$ cat config.mk
export PLATFORM = sky130hd
export DESIGN_NAME = fifo_wr_arbiter
export DESIGN_NICKNAME = d
export VERILOG_FILES = /design/src/rtl/fifo_arb_pkg.sv /design/src/rtl/fifo_rr_pick.sv /design/src/rtl/fifo_wr_arbiter.sv
export SDC_FILE = /design/constraint.sdc
export NUM_CORES = 1
export LEC_CHECK = 0
export BUFFER_PORTS_ARGS = -buffer_cell sky130_fd_sc_hd__buf_2
export CORE_UTILIZATION = 40
export DETAILED_ROUTE_END_ITERATION = 16
export GPL_TIMING_DRIVEN = 0
export PLACE_DENSITY_LB_ADDON = 0.1
export REMOVE_ABC_BUFFERS = 1
export SYNTH_ARGS = -nofsm -noshare
export SYNTH_HDL_FRONTEND = slang
export SYNTH_SLANG_ARGS = --single-unit
$ cat constraint.sdc
create_clock -name clk -period 6.9 [get_ports clk]
set_clock_uncertainty 0.05 [all_clocks]
set_input_delay 0.69 -clock clk [delete_from_list [all_inputs] [get_ports clk]]
set_output_delay 0.69 -clock clk [all_outputs]
set_load 0.02 [all_outputs]
$ cat src/rtl/fifo_arb_pkg.sv
// Shared types and helpers for the FIFO write arbiter.
// Holds the arbiter state encoding, the width helpers and the packed data slice.
package fifo_arb_pkg;

  typedef enum logic {
    IDLE  = 1'b0,
    GRANT = 1'b1
  } arb_state_t;

  localparam int ARB_NUM_REQ_DEF   = 4;
  localparam int ARB_MAX_BURST_DEF = 4;

  function automatic int idWidth(input int numReq);
    return $clog2(numReq);
  endfunction

  function automatic int cntWidth(input int maxBurst);
    return $clog2(maxBurst + 1);
  endfunction

  localparam int ARB_ID_W  = idWidth(ARB_NUM_REQ_DEF);
  localparam int ARB_CNT_W = cntWidth(ARB_MAX_BURST_DEF);

  // Requester i owns bits [i*width +: width] of the packed data bus.
  function automatic int dataLsb(input int idx, input int width);
    return idx * width;
  endfunction

endpackage

$ cat src/rtl/fifo_rr_pick.sv
// Round-robin search: first set request bit after start, wrapping around.
// With mask_i set, the start position itself is never chosen.
module fifo_rr_pick
  import fifo_arb_pkg::*;
#(
  parameter int NUM_REQ = ARB_NUM_REQ_DEF,
  parameter int ID_W    = ARB_ID_W
) (
  input  logic [NUM_REQ-1:0] req_i,
  input  logic [ID_W-1:0]    start_i,
  input  logic               mask_i,
  output logic               found_o,
  output logic [ID_W-1:0]    idx_o
);

  // Start is visited last, so its priority is lowest in the rotation.
  always_comb begin
    int cand;
    logic [ID_W-1:0] candIdx;
    found_o = 1'b0;
    idx_o   = '0;
    cand    = 0;
    candIdx = '0;
    for (int k = 1; k <= NUM_REQ; k++) begin
      cand    = (int'(start_i) + k) % NUM_REQ;
      candIdx = ID_W'(cand);
      if (!found_o && req_i[candIdx] && !(mask_i && (k == NUM_REQ))) begin
        found_o = 1'b1;
        idx_o   = candIdx;
      end
    end
  end

endmodule

$ cat src/rtl/fifo_wr_arbiter.sv
// Round-robin arbiter sharing the FIFO write port between NUM_REQ producers,
// with a bounded burst quantum per grant and back-pressure on FIFO full.
module fifo_wr_arbiter
  import fifo_arb_pkg::*;
#(
  parameter int WIDTH     = 8,
  parameter int DEPTH     = 32,
  parameter int NUM_REQ   = ARB_NUM_REQ_DEF,
  parameter int MAX_BURST = ARB_MAX_BURST_DEF,
  localparam int ID_W     = idWidth(NUM_REQ),
  localparam int CNT_W    = cntWidth(MAX_BURST)
) (
  input  logic                     clk,
  input  logic                     rst,
  input  logic [NUM_REQ-1:0]       req_valid,
  input  logic [NUM_REQ*WIDTH-1:0] req_data,
  output logic [NUM_REQ-1:0]       req_ready,
  input  logic                     fifo_full,
  output logic                     fifo_push,
  output logic [WIDTH-1:0]         fifo_data,
  output logic                     grant_active,
  output logic [ID_W-1:0]          grant_id
);

  if (NUM_REQ < 2 || MAX_BURST < 1 || DEPTH < 1) begin : g_bad_params
    $error("fifo_wr_arbiter: NUM_REQ>=2, MAX_BURST>=1 and DEPTH>=1 required");
  end

  arb_state_t       state_q,    state_d;
  logic [ID_W-1:0]  grantId_q,  grantId_d;
  logic [ID_W-1:0]  lastId_q,   lastId_d;
  logic [CNT_W-1:0] burstCnt_q, burstCnt_d;

  logic            pickAFound, pickBFound;
  logic [ID_W-1:0] pickAIdx,   pickBIdx;
  logic [ID_W-1:0] pickAStart;
  logic            grantValid;

  // Entry from IDLE rotates from the last grantee; quantum exit from the current one.
  assign pickAStart = (state_q == IDLE) ? lastId_q : grantId_q;
  assign grantValid = req_valid[grantId_q];

  fifo_rr_pick #(
    .NUM_REQ (NUM_REQ),
    .ID_W    (ID_W)
  ) u_pick_next (
    .req_i   (req_valid),
    .start_i (pickAStart),
    .mask_i  (1'b0),
    .found_o (pickAFound),
    .idx_o   (pickAIdx)
  );

  fifo_rr_pick #(
    .NUM_REQ (NUM_REQ),
    .ID_W    (ID_W)
  ) u_pick_withdraw (
    .req_i   (req_valid),
    .start_i (grantId_q),
    .mask_i  (1'b1),
    .found_o (pickBFound),
    .idx_o   (pickBIdx)
  );

  always_ff @(posedge clk) begin
    if (!rst) begin
      state_q    <= IDLE;
      grantId_q  <= '0;
      lastId_q   <= ID_W'(NUM_REQ - 1);
      burstCnt_q <= '0;
    end else begin
      state_q    <= state_d;
      grantId_q  <= grantId_d;
      lastId_q   <= lastId_d;
      burstCnt_q <= burstCnt_d;
    end
  end

  // While reset is held the handshake is suppressed so a pending word stays with its producer.
  always_comb begin
    state_d      = state_q;
    grantId_d    = grantId_q;
    lastId_d     = lastId_q;
    burstCnt_d   = burstCnt_q;
    req_ready    = '0;
    fifo_push    = 1'b0;
    fifo_data    = '0;
    grant_active = 1'b0;

    unique case (state_q)
      IDLE: begin
        if (pickAFound) begin
          state_d    = GRANT;
          grantId_d  = pickAIdx;
          burstCnt_d = '0;
        end
      end

      GRANT: begin
        grant_active         = 1'b1;
        req_ready[grantId_q] = ~fifo_full & rst;
        fifo_push            = grantValid & ~fifo_full & rst;
        fifo_data            = req_data[dataLsb(int'(grantId_q), WIDTH) +: WIDTH];

        if (!grantValid) begin
          lastId_d   = grantId_q;
          burstCnt_d = '0;
          if (pickBFound) begin
            grantId_d = pickBIdx;
          end else begin
            state_d = IDLE;
          end
        end else if (fifo_push) begin
          if (burstCnt_q == CNT_W'(MAX_BURST - 1)) begin
            lastId_d   = grantId_q;
            burstCnt_d = '0;
            if (pickAFound) begin
              grantId_d = pickAIdx;
            end else begin
              state_d = IDLE;
            end
          end else begin
            burstCnt_d = burstCnt_q + 1'b1;
          end
        end
      end

      default: begin
        state_d = IDLE;
      end
    endcase
  end

  assign grant_id = grantId_q;

  a_ready_onehot0 : assert property (@(posedge clk) disable iff (!rst) $onehot0(req_ready));
  a_push_not_full : assert property (@(posedge clk) disable iff (!rst) fifo_push |-> !fifo_full);
  a_push_granted  : assert property (@(posedge clk) disable iff (!rst) fifo_push |-> grant_active);
  a_burst_bound   : assert property (@(posedge clk) disable iff (!rst) burstCnt_q < CNT_W'(MAX_BURST));

endmodule

==> results.yml, run 1 <==
outcome:
  outcome: "finished, final reports clean"
floorplanning:
  die_h_um: 54.6
  initial_core_util: 0.435
  ios: 55
  die_w_um: 54.6
  dieArea_mm2: 0.00298
  core_area_mm2: 0.00254
  num_rows: 18
global_routing:
  overflow: 0
  grt_max_degree: 23
  grt_pass1_vias: 899
  globalRouteMet2Util: 0.331
  antenna_found_initial: 0
  globalRouteTotalUtil: 0.172
  grt_use_met3: 0.0417
  busiest_layer: "met2"
  grt_pass1_wl_um: 3750
  use_met1: 0.184
cells_and_area:
  utilization: 0.534
  syn_to_final_growth_pct: 22.7
  final.fill_count: 246
  drive_gt1_frac: 0.453
  diodes: 0
  regArea_um2: 160
  fin_nets: 205
  multi_input_area_um2: 846
cts:
  cts_tree: "built"
  hold_buffers: 0
  cts_setup_buffers: 0
  insertion_delay_ns: 0.25
  cts.path.max_buffers: 2
  clk_pin_slew_ns: 0.05
  h-tree-depth: 1
  numCtsBuffers: 3
  clockRootBuffer: "clkbuf_4"
  cts_resized: 0
  cts_sinks: 8
timing:
  grt_setup_unrepaired: "no"
  slew_headroom: 0.317
  fin_crit_ns: 3.20
  drv_slew: 0
  tightestPinTransition_ns: 1.02
  fin_crit_sh: 0.464
  fmax_ghz: 0.313
  tns_ns: 0
  setup_viol: 0
  finalHoldViolCount: 0
  worst_hold_slack_ns: 0.416
  finalWorstSetupSlack_ns: 3.70
pwr:
  ir_worst_vdd_uv: 141
  power_density_mw_per_mm2: 257
  pwr-share-clk: 0.102
  swShare: 0.433
  combPwrFrac: 0.642
  p_leak_uw: 0.000669
  internal_power_uw: 198
  pwr-share-seq: 0.256
  p_switching_uw: 151
placement:
  numPortBuffers: 54
  place_hpwl_um: 1810
  pre_cts_slack_ns: 3.66
  gp_congestion: 0.800
synth:
  synth_enable_flop_cells: 0
  synth.area.top_cells: "mux4_2 16%, dfxtp_1 14%, mux4_1 9.5%"
  synth_common_cells: "12 x and2_1, 10 x nand2_1, 9 x mux2i_1, 8 x dfxtp_1, 8 x mux4_2"
  ys_warn_count: 0
  ys_ff_latch: 8
  synth.cell_area_mm2: 0.00111
  synth_area_per_cell_um2: 9.89
  ys_types: 38
  synth_most_common_cell: "and2_1"
  yosys_most_used_dff: "dfxtp_1"
  yosysSeqAreaShare: 0.145
  yosysTopAreaCell: "mux4_2"
  synth.top_cell.area_share: 0.163
  syn_inst: 112
  async_flop_share: 0
min_path:
  hold_depth: 2
  hold_path.class: "reg -> reg"
drt:
  finalWirelength_um: 2340
  wl_per_cell_um: 12.4
  dr.pass1.iters: 4
  vias: 1046
  drt_iter0_drc: 18
  drtAntennaViolNets: 0
  drc: 0
  vias_per_cell: 5.53
setup_path:
  critPathMaxStageDelay_ns: 0.99
  cp_max_fo: 22
  crit_chain: "inv_1, ha_1, mux4_2, nor3_1, mux2_2, nand2_1, mux2i_1"
  reg2reg_depth: 7
  worstPathArrival_ns: 3.29
  crit_slowest_cell: "dfxtp_1"
  startpoint_type: "flop"
  end_kind: "flop"
  critPathRequiredTime_ns: 6.99
  worstSetupPathType: "reg -> reg"
flow_run:
  drv_cap: 0
==> final timing paths <==
path                 start             to  slack (ns)
max reg2reg    grant_id[0]    grant_id[1]        3.70
min          burstCnt_q[1]  burstCnt_q[1]        0.42
max            grant_id[0]    grant_id[1]        3.70
min reg2reg  burstCnt_q[1]  burstCnt_q[1]        0.42
==> worst max-delay path: cells and delay by family, from the launching register on <==
kind	cells	cell delay [ns]
DFF	1	0.99
muxes	3	0.94
adders and majority gates	1	0.49
and+or+nand+nor	2	0.36
buffers and inverters	1	0.25
==> final cells by class <==
cell class              count  share of cell area
clock buffers               3              0.0166
multi-input cells          88               0.622
inverters                   6              0.0166
well taps                  30              0.0276
repair buffers             54               0.199
flip-flops and latches      8               0.118
==> power by group through the flow <==
stage | clock (µW) | combinational [µW] | sequential, µW
after floorplan | 0 | 172 | 87.8
final | 35.7 | 224 | 89.4
after CTS | 37.2 | 225 | 90.7
after detailed placement | 0 | 225 | 91.6
after global routing | 41.7 | 247 | 94.4
after global placement | 0 | 222 | 91.8
==> cells in the final DEF, fill, tap and decap left out, types with 2 or more instances in the layout <==
master     n
ha_1       5
mux4_2     8
nor2b_1    2
mux4_1     4
nor3_1     2
o221ai_1   2
nand3_1    2
and2_1    12
nand2_1   10
a311oi_1   3
nor2_1     6
a21oi_1    3
clkbuf_4   3
dfxtp_1    8
nand2b_1   4
buf_2     54
inv_1      6
mux2i_1    9
==> registers in the layout, summed over array words and instances, names as in the netlist <==
name        count
burstCnt_q      3
state_q         1
grant_id        2
lastId_q        2
==> per-layer routing <==
metal	up-vias	wire (µm)	part of all wire
met1	479	1030	0.44
met3	4	139	0.060
met5	-	0	0
li1	516	-	-
met4	0	27	0.012
met2	47	1140	0.49
==> through the flow <==
| stage | instance area, µm² | instances | power [µW] |
|---|---|---|---|
| floorplan | 1030 | 102 | 260 |
| global placement | 1340 | 186 | 314 |
| detailed placement | 1340 | 186 | 316 |
| CTS | 1360 | 189 | 353 |
| global route | 1360 | 189 | 383 |
| finish | 1360 | 189 | 350 |
==> logic make-up after synthesis <==
kind of cell | synth area share
DFF | 0.145
adders and majority gates | 0.0565
muxes | 0.349
buffers and inverters | 0.0915
and+or+nand+nor | 0.229
AOI/OAI and AO/OA | 0.129
Power figures use the tool's default switching activity.
==> run 2, diff against run 1 <==
==> constraint.sdc (replaced) <==
create_clock -name clk -period 3 [get_ports clk]
set_clock_uncertainty 0.05 [all_clocks]
set_input_delay 0.3 -clock clk [delete_from_list [all_inputs] [get_ports clk]]
set_output_delay 0.3 -clock clk [all_outputs]
set_load 0.02 [all_outputs]
==> results.yml, run 2 (same netlist as run 1, synthesis figures left out) <==
outcome:
  outcome: "finished, final reports clean"
timing:
  finalHoldViolCount: 0
  tightestPinTransition_ns: 0.769
  setup_viol: 0
  fin_crit_sh: 0.875
  slew_headroom: 0.486
  worst_hold_slack_ns: 0.236
  fin_crit_ns: 2.62
  fmax_ghz: 0.381
  finalWorstSetupSlack_ns: 0.376
  tns_ns: 0
  grt_setup_unrepaired: "no"
  drv_slew: 0
setup_path:
  reg2reg_depth: 7
  end_kind: "flop"
  startpoint_type: "flop"
  worstSetupPathType: "reg -> reg"
  worstPathArrival_ns: 2.71
  critPathRequiredTime_ns: 3.09
  cp_max_fo: 22
  timing.rr.start: "grant_id[0]"
  regToRegSetupSlack_ns: 0.38
  r2r-end: "grant_id[1]"
pwr:
  ir_worst_vdd_uv: 323
  combPwrFrac: 0.637
  power_density_mw_per_mm2: 591
  pwr-share-clk: 0.103
  p_leak_uw: 0.000670
  p_switching_uw: 348
  swShare: 0.431
  internal_power_uw: 459
  pwr-share-seq: 0.260
drt:
  drt_iter0_drc: 15
  wl_per_cell_um: 12.5
  drc: 0
  dr.pass1.iters: 4
  finalWirelength_um: 2360
  drtAntennaViolNets: 0
  vias: 1035
  vias_per_cell: 5.48
min_path:
  worstHoldEndpoint: "lastId_q[1]"
  hold_path.class: "in -> reg"
  hold_depth: 2
  worstHoldStart: "rst"
cts:
  h-tree-depth: 1
  cts_tree: "built"
  cts.path.max_buffers: 2
  clockRootBuffer: "clkbuf_4"
  cts_setup_buffers: 0
  numCtsBuffers: 3
  cts_sinks: 8
  clk_pin_slew_ns: 0.06
  insertion_delay_ns: 0.26
floorplanning:
  die_w_um: 54.6
  initial_core_util: 0.435
  die_h_um: 54.6
  ios: 55
  dieArea_mm2: 0.00298
  num_rows: 18
  core_area_mm2: 0.00254
global_routing:
  antenna_found_initial: 0
  grt_max_degree: 23
  grt_pass1_wl_um: 3750
  grt_pass1_vias: 899
  globalRouteTotalUtil: 0.172
  overflow: 0
cells_and_area:
  largest_reg_flops: 3
  multi_input_area_um2: 846
  fin_nets: 205
  final_cell_mix: "54 x buf_2, 12 x and2_1, 10 x nand2_1"
  final_common_cell: "buf_2"
  regArea_um2: 165
  final.fill_count: 243
  syn_to_final_growth_pct: 23.2
  diodes: 0
  regMostFlops: "burstCnt_q"
  drive_gt1_frac: 0.465
placement:
  pre_cts_slack_ns: -0.237
  gp_congestion: 0.800
  numPortBuffers: 54
  place_hpwl_um: 1810
flow_run:
  drv_cap: 0
run 2: changes by cell type in the layout (fill, tap and decap cells not counted):
cell     delta
dfxtp_4     +1
dfxtp_1     -2
dfxtp_2     +1
run 2: area by class of cell:
| class | count | share of cell area |
|---|---|---|
| flip-flops and latches | 8 | 0.121 |
| inverters | 6 | 0.0165 |
| well taps | 30 | 0.0275 |
| multi-input cells | 88 | 0.620 |
| clock buffers | 3 | 0.0165 |
| repair buffers | 54 | 0.198 |
run 2: worst max-delay path: stages, from the launching register on:
cell	delay (ns)
dfxtp_4	0.54
inv_1	0.16
ha_1	0.43
mux4_2	0.59
nor3_1	0.31
mux2_2	0.21
nand2_1	0.06
mux2i_1	0.15
run 2: worst max path at each step:
stage,end,start,depth (start not counted)
2_1_floorplan,grant_id[1],grant_id[0],7
3_3_place_gp,grant_id[1],grant_id[0],7
3_5_place_dp,grant_id[1],grant_id[0],7
4_1_cts,grant_id[1],grant_id[0],7
5_1_grt,grant_id[1],grant_id[0],7
6_report,grant_id[1],grant_id[0],7
run 2: through the flow:
| stage | cells | power, µW | cell area [µm²] | util |
|---|---|---|---|---|
| after CTS | 189 | 812 | 1360 | 0.534 |
| final | 189 | 806 | 1360 | 0.536 |
| after floorplan | 102 | 598 | 1030 | - |
| after global routing | 189 | 885 | 1360 | 0.536 |
| after global placement | 186 | 722 | 1340 | 0.525 |
| after detailed placement | 186 | 728 | 1340 | 0.525 |
run 2: timing repair:
action,4_1_cts,5_1_grt
gates resized for setup,1,2
hold buffers,0,0
setup endpoints to repair,2,1
run 2: metal layers:
metal	vias to the layer above	wire length (µm)	track usage
met5	-	0	0
met4	0	16	0.0385
met3	2	125	0.0417
met1	480	1040	0.184
li1	516	-	-
met2	37	1190	0.331
run 2: power groups by stage:
stage	Clock, µW	Combinational (µW)	Sequential, µW
after detailed placement	0	517	211
after floorplan	0	396	202
after global routing	96.6	566	222
final	83.0	513	210
after CTS	85.5	517	210
after global placement	0	511	211
==> run 3, diff against run 2 <==
--- a/config.mk
+++ b/config.mk
@@ -6,9 +6,10 @@
 export NUM_CORES = 1
 export LEC_CHECK = 0
 export BUFFER_PORTS_ARGS = -buffer_cell sky130_fd_sc_hd__buf_2
-export CORE_UTILIZATION = 40
+export CORE_UTILIZATION = 46
 export DETAILED_ROUTE_END_ITERATION = 16
 export GPL_TIMING_DRIVEN = 0
+export MAX_ROUTING_LAYER = met4
 export PLACE_DENSITY_LB_ADDON = 0.1
 export REMOVE_ABC_BUFFERS = 1
 export SYNTH_ARGS = -nofsm -noshare
==> results.yml, run 3 (same netlist as run 1, synthesis figures left out) <==
global_routing:
  globalRouteTotalUtil: 0.225
  grt_pass1_wl_um: 4410
  grt_pass1_vias: 1033
  overflow: 0
  grt_max_degree: 23
  antenna_found_initial: 0
cts:
  clockRootBuffer: "clkbuf_4"
  cts.path.max_buffers: 2
  numCtsBuffers: 3
  h-tree-depth: 1
  cts_sinks: 8
  clk_pin_slew_ns: 0.06
  insertion_delay_ns: 0.25
  cts_tree: "built"
  cts_setup_buffers: 0
  hold_buffers: 0
  cts_resized: 1
setup_path:
  end_kind: "flop"
  path_buf_inv: 1
  regToRegSetupSlack_ns: 0.38
  worstSetupPathType: "reg -> reg"
  cp_max_fo: 22
  critPathRequiredTime_ns: 3.08
  cp_top_family: "multiplexers"
  crit_slowest_cell: "mux4_2"
  critPathMaxStageDelay_ns: 0.59
  startpoint_type: "flop"
  crit_chain: "inv_1, ha_1, mux4_2, nor3_1, mux2_2, nand2_1, mux2i_1"
  worstPathArrival_ns: 2.70
timing:
  drv_slew: 0
  fmax_ghz: 0.382
  tightestPinTransition_ns: 0.716
  grt_setup_unrepaired: "no"
  tns_ns: 0
  setup_viol: 0
  slew_headroom: 0.522
  finalHoldViolCount: 0
  fin_crit_ns: 2.62
  fin_crit_sh: 0.873
cells_and_area:
  final_cell_mix: "54 x buf_2, 12 x and2_1, 10 x nand2_1"
  diodes: 0
  syn_to_final_growth_pct: 22.9
  final_area_mm2: 0.00136
  regMostFlops: "burstCnt_q"
  final_common_cell: "buf_2"
  largest_reg_flops: 3
  drive_gt1_frac: 0.465
  fin_nets: 205
  final_cells: 187
placement:
  placed_cells: 184
  place_hpwl_um: 1950
  numPortBuffers: 54
  placed_cell_area_mm2: 0.00133
  gp_congestion: 0.791
floorplanning:
  initial_core_util: 0.496
  dieArea_mm2: 0.00261
  num_rows: 17
  ios: 55
  core_area_mm2: 0.00223
  die_h_um: 51.1
  die_w_um: 51.1
drt:
  dr.pass1.iters: 7
  drtAntennaViolNets: 0
  vias: 1052
  drc: 0
  finalWirelength_um: 2480
  vias_per_cell: 5.63
  wl_per_cell_um: 13.3
  drt_iter0_drc: 25
min_path:
  hold_path.class: "in -> reg"
pwr:
  total_power_uw: 812
  power_density_mw_per_mm2: 596
  ir_worst_vdd_uv: 320
  p_leak_uw: 0.000670
flow_run:
  drv_cap: 0
outcome:
  outcome: "finished, final reports clean"
run 3: final cells by class:
class                           count  area (µm²)
Multi-Input combinational cell     88         846
Clock buffer                        3        22.5
Fill cell                         224         872
Inverter                            6        22.5
Timing Repair Buffer               54         270
Tap cell                           28        35.0
Sequential cell                     8         165
run 3: worst paths after layout:
path | start | cells past startpoint | to
max | grant_id[0] | 7 | grant_id[1]
min | rst | 2 | lastId_q[0]
max reg2reg | grant_id[0] | 7 | grant_id[1]
min reg2reg | burstCnt_q[1] | 2 | burstCnt_q[1]
run 3: layer usage:
metal | vias to the layer above | wire, µm | track usage
met5 | - | 0 | -
met4 | 0 | 13 | 0.0417
met3 | 2 | 103 | 0.0179
met2 | 32 | 1340 | 0.425
met1 | 504 | 1030 | 0.256
li1 | 514 | - | -
run 3: power breakdown:
part           internal [µW]  switching, µW  total, µW
sequential               130           78.7        209
clock                   45.8           36.0       81.7
combinational            283            239        521
total                    459            353        812
run 3: stage by stage:
stage	setup WS, ns	util	hold slack (ns)
global route	0.174	0.610	0.250
detailed placement	-0.229	0.597	0.408
floorplan	0.0622	-	0.312
global placement	-0.232	0.597	0.396
CTS	0.136	0.608	0.248
finish	0.381	0.610	0.243
